$ cat config.mk
export PLATFORM = sky130hd
export DESIGN_NAME = fifo_wr_rr_arbiter
export DESIGN_NICKNAME = d
export VERILOG_FILES = /design/src/rtl/fifo_wr_rr_arbiter.sv
export SDC_FILE = /design/constraint.sdc
export NUM_CORES = 1
export LEC_CHECK = 0
export CAP_MARGIN = 20
export CORE_ASPECT_RATIO = 1.1
export CORE_MARGIN = 4
export CORE_UTILIZATION = 22
export CTS_BUF_LIST = sky130_fd_sc_hd__clkbuf_4 sky130_fd_sc_hd__clkbuf_8
export CTS_CLUSTER_SIZE = 24
export DETAILED_ROUTE_END_ITERATION = 8
export PLACE_DENSITY_LB_ADDON = 0.15
export REMOVE_ABC_BUFFERS = 1
export SYNTH_ARGS = -nofsm -noshare
export SYNTH_HDL_FRONTEND = slang
export SYNTH_SLANG_ARGS = --single-unit
$ cat constraint.sdc
create_clock -name clk -period 1.55 [get_ports clk]
set_clock_uncertainty 0.15 [all_clocks]
set_input_delay 0.2325 -clock clk [delete_from_list [all_inputs] [get_ports clk]]
set_output_delay 0.2325 -clock clk [all_outputs]
set_load 0.05 [all_outputs]
$ cat src/rtl/fifo_wr_rr_arbiter.sv
// fifo_wr_rr_arbiter: round-robin packet arbiter for the async FIFO write port
// Optional per-grant beat limit enabled by defining FIFO_ARB_BURST_LIMIT_EN.
module fifo_wr_rr_arbiter #(
  parameter int NUM_REQ = 4,
  parameter int DATA_WIDTH = 32,
  parameter int MAX_BURST = 16,
  parameter int IDX_WIDTH = $clog2(NUM_REQ)
) (
  input  logic                          clk,
  input  logic                          rst,
  input  logic [NUM_REQ-1:0]            req_valid,
  input  logic [NUM_REQ-1:0]            req_last,
  input  logic [NUM_REQ*DATA_WIDTH-1:0] req_data,
  output logic [NUM_REQ-1:0]            req_ready,
  input  logic                          fifo_full,
  output logic                          fifo_inc,
  output logic [DATA_WIDTH-1:0]         fifo_data,
  output logic                          grant_valid,
  output logic [IDX_WIDTH-1:0]          grant_idx
);
  typedef enum logic [1:0] {IDLE, ARB, BUSY} state_t;
  state_t state;
  logic [IDX_WIDTH-1:0] last_idx, sel;
  logic found, xfer, done;
  if (NUM_REQ < 2 || NUM_REQ > 16 || MAX_BURST < 1 || MAX_BURST > 256)
    $error("fifo_wr_rr_arbiter: parameter out of range");
  always_comb begin
    logic [IDX_WIDTH-1:0] j;
    sel = '0;
    found = 1'b0;
    for (int k = 1; k <= NUM_REQ; k++) begin
      j = IDX_WIDTH'((int'(last_idx) + k) % NUM_REQ);
      if (!found && req_valid[j]) begin
        sel = j;
        found = 1'b1;
      end
    end
  end
  // rst gates the write so a packet abandoned by reset leaves no partial beat
  assign xfer = (state == BUSY) && req_valid[grant_idx] && !fifo_full && !rst;
  assign fifo_inc = xfer;
  assign req_ready = xfer ? NUM_REQ'(1) << grant_idx : '0;
  assign fifo_data = req_data[int'(grant_idx)*DATA_WIDTH +: DATA_WIDTH];
`ifdef FIFO_ARB_BURST_LIMIT_EN
  localparam int CW = $clog2(MAX_BURST) + 1;
  logic [CW-1:0] beat_cnt;
  assign done = xfer && (req_last[grant_idx] || beat_cnt == CW'(MAX_BURST - 1));
  always_ff @(posedge clk)
    if (rst || state == ARB) beat_cnt <= '0;
    else if (xfer) beat_cnt <= beat_cnt + 1'b1;
`else
  assign done = xfer && req_last[grant_idx];
`endif
  always_ff @(posedge clk) begin
    if (rst) begin
      state <= IDLE;
      grant_valid <= 1'b0;
      grant_idx <= '0;
      last_idx <= IDX_WIDTH'(NUM_REQ - 1);
    end else begin
      case (state)
        IDLE: if (|req_valid) state <= ARB;
        ARB: begin
          state <= found ? BUSY : IDLE;
          grant_valid <= found;
          if (found) grant_idx <= sel;
        end
        BUSY: if (done) begin
          state <= IDLE;
          grant_valid <= 1'b0;
          last_idx <= grant_idx;
        end
        default: state <= IDLE;
      endcase
    end
  end
endmodule
==> results of run 1 <==
[report_power, final]
| part | switching, mW | total (mW) | leakage, nW | internal (mW) |
|---|---|---|---|---|
| Sequential | 0.0257 | 0.225 | 0.0594 | 0.199 |
| Clock | 0.0905 | 0.287 | 0.0262 | 0.196 |
| Combinational | 0.773 | 1.73 | 1.31 | 0.954 |
| Total | 0.889 | 2.24 | 1.39 | 1.35 |
[final cells by class]
class                      count  area, um2
tap                           75      93.84
fill                         445       1767
inverter                       4      15.01
timing repair buffer         210       2313
clock buffer                   4      48.80
sequential                     7      151.4
multi-input combinational     74       1076
[repair_timing]
action / CTS / global route
setup endpoints to repair: 43 / 41
resized for setup: 38 / 3
pin swaps: 6 / 3
cloned: 1 / 0
buffers inserted: 3 / 2
[sequential cells by signal (all words and copies together), names as in the netlist]
| signal | cells |
|---|---|
| grant_valid | 1 |
| last_idx | 2 |
| grant_idx | 2 |
| state | 2 |
[per-layer routing]
| metal | track usage [%] | vias up |
|---|---|---|
| li1 | - | 820 |
| met1 | 22.54 | 848 |
| met2 | 39.23 | 102 |
| met3 | 7.613 | 17 |
| met4 | 7.680 | 0 |
| met5 | 0 | - |
[Yosys cell counts, types with 3 or more instances]
master,n,area share [%]
buf_2,3,1.2
dfxtp_1,7,11
inv_1,4,1.2
mux4_2,33,59
nand2_1,6,1.8
nand3b_1,3,1.8
nor2_1,3,0.89
nor2b_1,4,2.0
nor3_1,3,1.2
[how the worst min path moves through the flow]
stage / end / slack, ns
floorplan: grant_idx[1] / 0.15
global placement: state[0] / 0.36
detailed placement: state[0] / 0.36
CTS: grant_idx[1] / 0.36
global route: grant_idx[0] / 0.40
finish: grant_idx[1] / 0.37
[critical path, stage by stage, from the launching register on]
cell and delay [ns]:
dfxtp_4 0.40, buf_6 0.18, mux4_2 0.50, buf_4 0.20
[logic make-up (layout without fill, tap and decap cells)]
logic type	count (synthesis)	in the layout
and+or+nand+nor	27	27
muxes	35	35
AOI/OAI and AO/OA	12	12
DFF	7	7
buffers and inverters	14	218
==> results.md, run 1 <==
- Outcome: finished with violations
- Failing checks: setup timing
- First-pass GRT wire length: 11,120 um
- WL/cell: 20.77 um
- Most used flip-flop cell after synthesis: dfxtp_1
- Slew @ Worst Pin: 0.3659 ns
- RSZ-0062 raised after global routing: true
- Clock Latency Late Sink: 0.23 ns
- Hold Startpoint: rst
- DP Worst Slack: -0.3978 ns
- Max Cap Violations: 0
- Synth Area in XOR/XNOR: 0%
- Mux share of post-synthesis cell area: 61.56%
- DRT antenna net count: 0
- Tot Pwr: 2.238 mW
- Final WS setup: -0.3656 ns
- Final min period: 1.916 ns
- DR top layer: met4
- Most frequent cells in the layout: clkdlybuf4s50_1 (132), mux4_2 (33), buf_4 (26)
- Fin util: 67.67%
- Critical path capture point: fifo_data[31]
- #FFs+latches synth: 7
- Placement row count: 28
- HPWL Detailed: 6612 um
- Final std cells w/o fill: 374
- # port buffers: 178
- Met2 routed WL: 3962 um
- Post-route cell area: 3699 um2
- DR pass1 iterations: 4
- H-tree depth: 1
- Worst Path Required: 1.17 ns
- CTS tree: done
- DRC violations left: 0
- Hold Path Depth: 3
- Largest family of logic cells by synthesized area: multiplexers
- Clk slew on worst S/H paths: 0.04 ns
- Hold slack: 0.3724 ns
- Cell Area, Placed: 3456 um2
- Met3 Wirelength: 841 um
- R2R setup slack: -0.11 ns
- Lkg Pwr: 1.394 nW
- Fmax: 522.0 MHz
- Final TNS setup: -12.42 ns
- Crit path capture type: primary output
- Final Max Slew Viols: 0
- Initial Utilization: 23.17%
- Fraction of layout cells with a size suffix above 1: 41.47%
- Post-Syn Area: 1266 um2
- Commonest non-fill, non-tap cell in the layout: clkdlybuf4s50_1
- Clock buffer depth: 2
- Placed Instances: 364
- Cell count after synthesis: 95
- Tot GR Track Use: 21.43%
- Largest net degree at the start of global routing: 14
- Post-synthesis compound-gate area fraction: 6.818%
- GRT overflow: 0
- Initial antenna violation count: 0
- Fin crit share: 123.6%
- Post-Synth Adder-Cell Area: 0%
- Synth Warn #: 0
- Fin. Hold Viols: 0
- CP Launch Type: register
- Area grow syn2layout: 192.1%
- Iter 0 DRT Violations: 75
- Seq/Total Area, Yosys: 11.07%
- Vias in the first global route: 1,876
- Netlist cell types: 29
- M1 wire length: 2720 um
- Setup-failing EPs final: 41
- Chip Height: 87.57 um
- Num ports: 179
- Pwr/cell area: 605.2 nW/um2
- Simple-Gate Fraction of Synth Area: 12.75%
- Root Buffer Master: clkbuf_8
- Layout Nets: 439
- Clock Sinks: 7
- Worst slew margin: 75.55%
- Via count: 1,787
- CTS buffer count: 3
- Async S/R FF share, synth: 0%
- N_diodes: 0
- Worst-case reg-to-reg path depth: 5
- Drt total wl: 7769 um
- Core box area: 5465 um2
- Routed vias/inst: 4.778
- Post-synth EDFFs: 0
- Die area: 7035 um2
- Worst setup path start: grant_idx[0]
- Die X: 80.34 um
- Critical path type: reg -> out
- Peak VDD IR: 0.4331 mV
- GPL Wtd Cong: 0.8210
- Reg2Reg Capture Point: last_idx[1]
- R2r startpoint: grant_idx[1]
- Syn avg cell area: 13.33 um2
- Peak fanout along the critical path: 10
- Worst hold path class: in -> reg
- Worst Path Arrival: 1.53 ns
- Cts hold-fix bufs: 0
Power figures use the tool's default switching activity.
==> inputs of run 2 (changes only) <==
--- a/config.mk
+++ b/config.mk
@@ -9,3 +9,3 @@
 export CORE_ASPECT_RATIO = 1.1
-export CORE_MARGIN = 4
+export CORE_MARGIN = 10
 export CORE_UTILIZATION = 22
==> constraint.sdc (replaced) <==
create_clock -name clk -period 1.55 [get_ports clk]
set_clock_uncertainty 0.15 [all_clocks]
set_input_delay 0.31 -clock clk [delete_from_list [all_inputs] [get_ports clk]]
set_output_delay 0.31 -clock clk [all_outputs]
set_load 0.05 [all_outputs]
==> run 2 against run 1 <==
- the flow still finishes with violations (setup timing)
- clock power decreased by 4%
- register-to-register slack gained 0.05 ns
- via count up 2.2%
- power increased by 1.5%
- combinational power is 2% higher
- hold slack better by 0.012 ns
- wire length up 19%
- first-iteration DRC count decreased by 15%
- flip-flop and latch count unchanged
==> results.md, run 2 (synthesis results as in run 1) <==
- Outcome: finished with violations
- Failing checks: setup timing
- Setup-failing EPs final: 41
- Worst path cell trace: buf_12 > mux4_2 > buf_12
- Worst setup path start: grant_idx[0]
- RSZ-0062 raised after global routing: true
- Final TNS setup: -15.00 ns
- Placement row count: 28
- Most frequent cells in the layout: clkdlybuf4s50_1 (128), mux4_2 (34), buf_12 (24), buf_6 (24), buf_4 (21)
- Slowest stage delay, CP: 0.53 ns
- Critical path type: reg -> out
- N_diodes: 0
- Iter 0 DRT Violations: 64
- Tot GR Track Use: 19.47%
- Layout Nets: 440
- Hold Startpoint: state[0]
- Cell Area, Placed: 3428 um2
- Flop pwr share: 10.0%
- Lkg Pwr: 1.416 nW
- Fmax: 503.8 MHz
- Top flop regs: grant_idx x2, last_idx x2, state x2
- Fin util: 68.80%
- Crit path capture type: primary output
- Worst slew margin: 84.10%
- CP max stage cell: mux4_2
- Max Cap Violations: 0
- DRT antenna net count: 0
- Commonest non-fill, non-tap cell in the layout: clkdlybuf4s50_1
- Die X: 92.34 um
- CP Launch Type: register
- Core box area: 5465 um2
- HPWL Detailed: 7976 um
- Peak fanout along the critical path: 10
- Drt total wl: 9221 um
- H-tree depth: 1
- Vias in the first global route: 2,034
- # port buffers: 178
- Initial antenna violation count: 1
- Die area: 9193 um2
- DRC violations left: 0
- Routed vias/inst: 4.872
- Clock Sinks: 7
- Final min period: 1.985 ns
- Fraction of layout cells with a size suffix above 1: 43.67%
- DR pass1 iterations: 4
- Final WS setup: -0.4351 ns
- Worst Path Required: 1.09 ns
- Net Sw Frac: 39.78%
- Area grow syn2layout: 196.9%
- Chip Height: 99.57 um
- Worst Path Arrival: 1.53 ns
- Root Buffer Master: clkbuf_8
- Pwr/cell area: 604.2 nW/um2
- GRT overflow: 0
- Worst hold path class: reg -> reg
- GPL Wtd Cong: 0.8450
- Sw Pwr: 903.8 uW
- Hold slack: 0.3843 ns
- Peak VDD IR: 0.4477 mV
- Fin. Hold Viols: 0
- Post-route cell area: 3760 um2
- Clock buffer depth: 2
- Num ports: 179
- R2r startpoint: grant_idx[1]
- WL/cell: 24.59 um
- Fin crit share: 128.1%
- First-pass GRT wire length: 13,490 um
- Clk pwr share: 12.1%
- Logic pwr share: 77.9%
- Clk slew on worst S/H paths: 0.04 ns
- CTS buffer count: 3
- Via count: 1,827
- Cts hold-fix bufs: 0
- P_int: 1.368 mW
- Initial Utilization: 23.17%
- Slew @ Worst Pin: 0.2374 ns
- Worst path most repeated cell: buf_12
- Largest net degree at the start of global routing: 12
- Final Max Slew Viols: 0
- CTS tree: done
- Clock Latency Late Sink: 0.23 ns
- DP Worst Slack: -0.5884 ns
## run 2: layout make-up
cell class / instances / area [um2]
repair buffers: 211 / 2354
fillers: 408 / 1705
multi-input cells: 74 / 1100
flip-flops and latches: 7 / 148.9
well taps: 75 / 93.84
clock buffers: 4 / 48.80
inverters: 4 / 15.01
## run 2: metal layers
layer | GRT usage, % | up-vias | routed length [um]
li1 | - | 823 | -
met1 | 19.75 | 885 | 3318
met2 | 37.45 | 102 | 4975
met3 | 6.541 | 15 | 737
met4 | 4.038 | 2 | 177
met5 | 0 | - | 13
## run 2: what timing repair did
action,CTS,global route
gates cloned,2,0
buffers inserted,6,3
endpoints found under the setup margin,44,45
pin swaps,6,5
resized for setup,55,12
## run 2: final timing paths
check | endpoint | slack [ns] | cells after the start
max | fifo_data[15] | -0.44 | 3
min reg2reg | state[0] | 0.38 | 2
max reg2reg | last_idx[0] | -0.06 | 4
min | state[0] | 0.38 | 2
## run 2: power groups by stage
stage / logic, mW / registers, mW / clock network (mW)
2_1_floorplan: 0.717 / 0.304 / 0
3_3_place_gp: 1.62 / 0.222 / 0
3_5_place_dp: 1.64 / 0.222 / 0
4_1_cts: 1.76 / 0.227 / 0.283
5_1_grt: 1.85 / 0.229 / 0.288
6_report: 1.77 / 0.228 / 0.275
## run 2: through the flow
step / power [mW] / instances
CTS: 2.272 / 373
floorplan: 1.021 / 85
global route: 2.365 / 375
finish: 2.272 / 375
detailed placement: 1.860 / 362
global placement: 1.844 / 362
## run 2: worst max-delay path, delay by kind of cell, from the launching register on
family,cells,cell delay (ns)
buffers and inverters,2,0.34
flip-flops,1,0.42
multiplexers,1,0.53
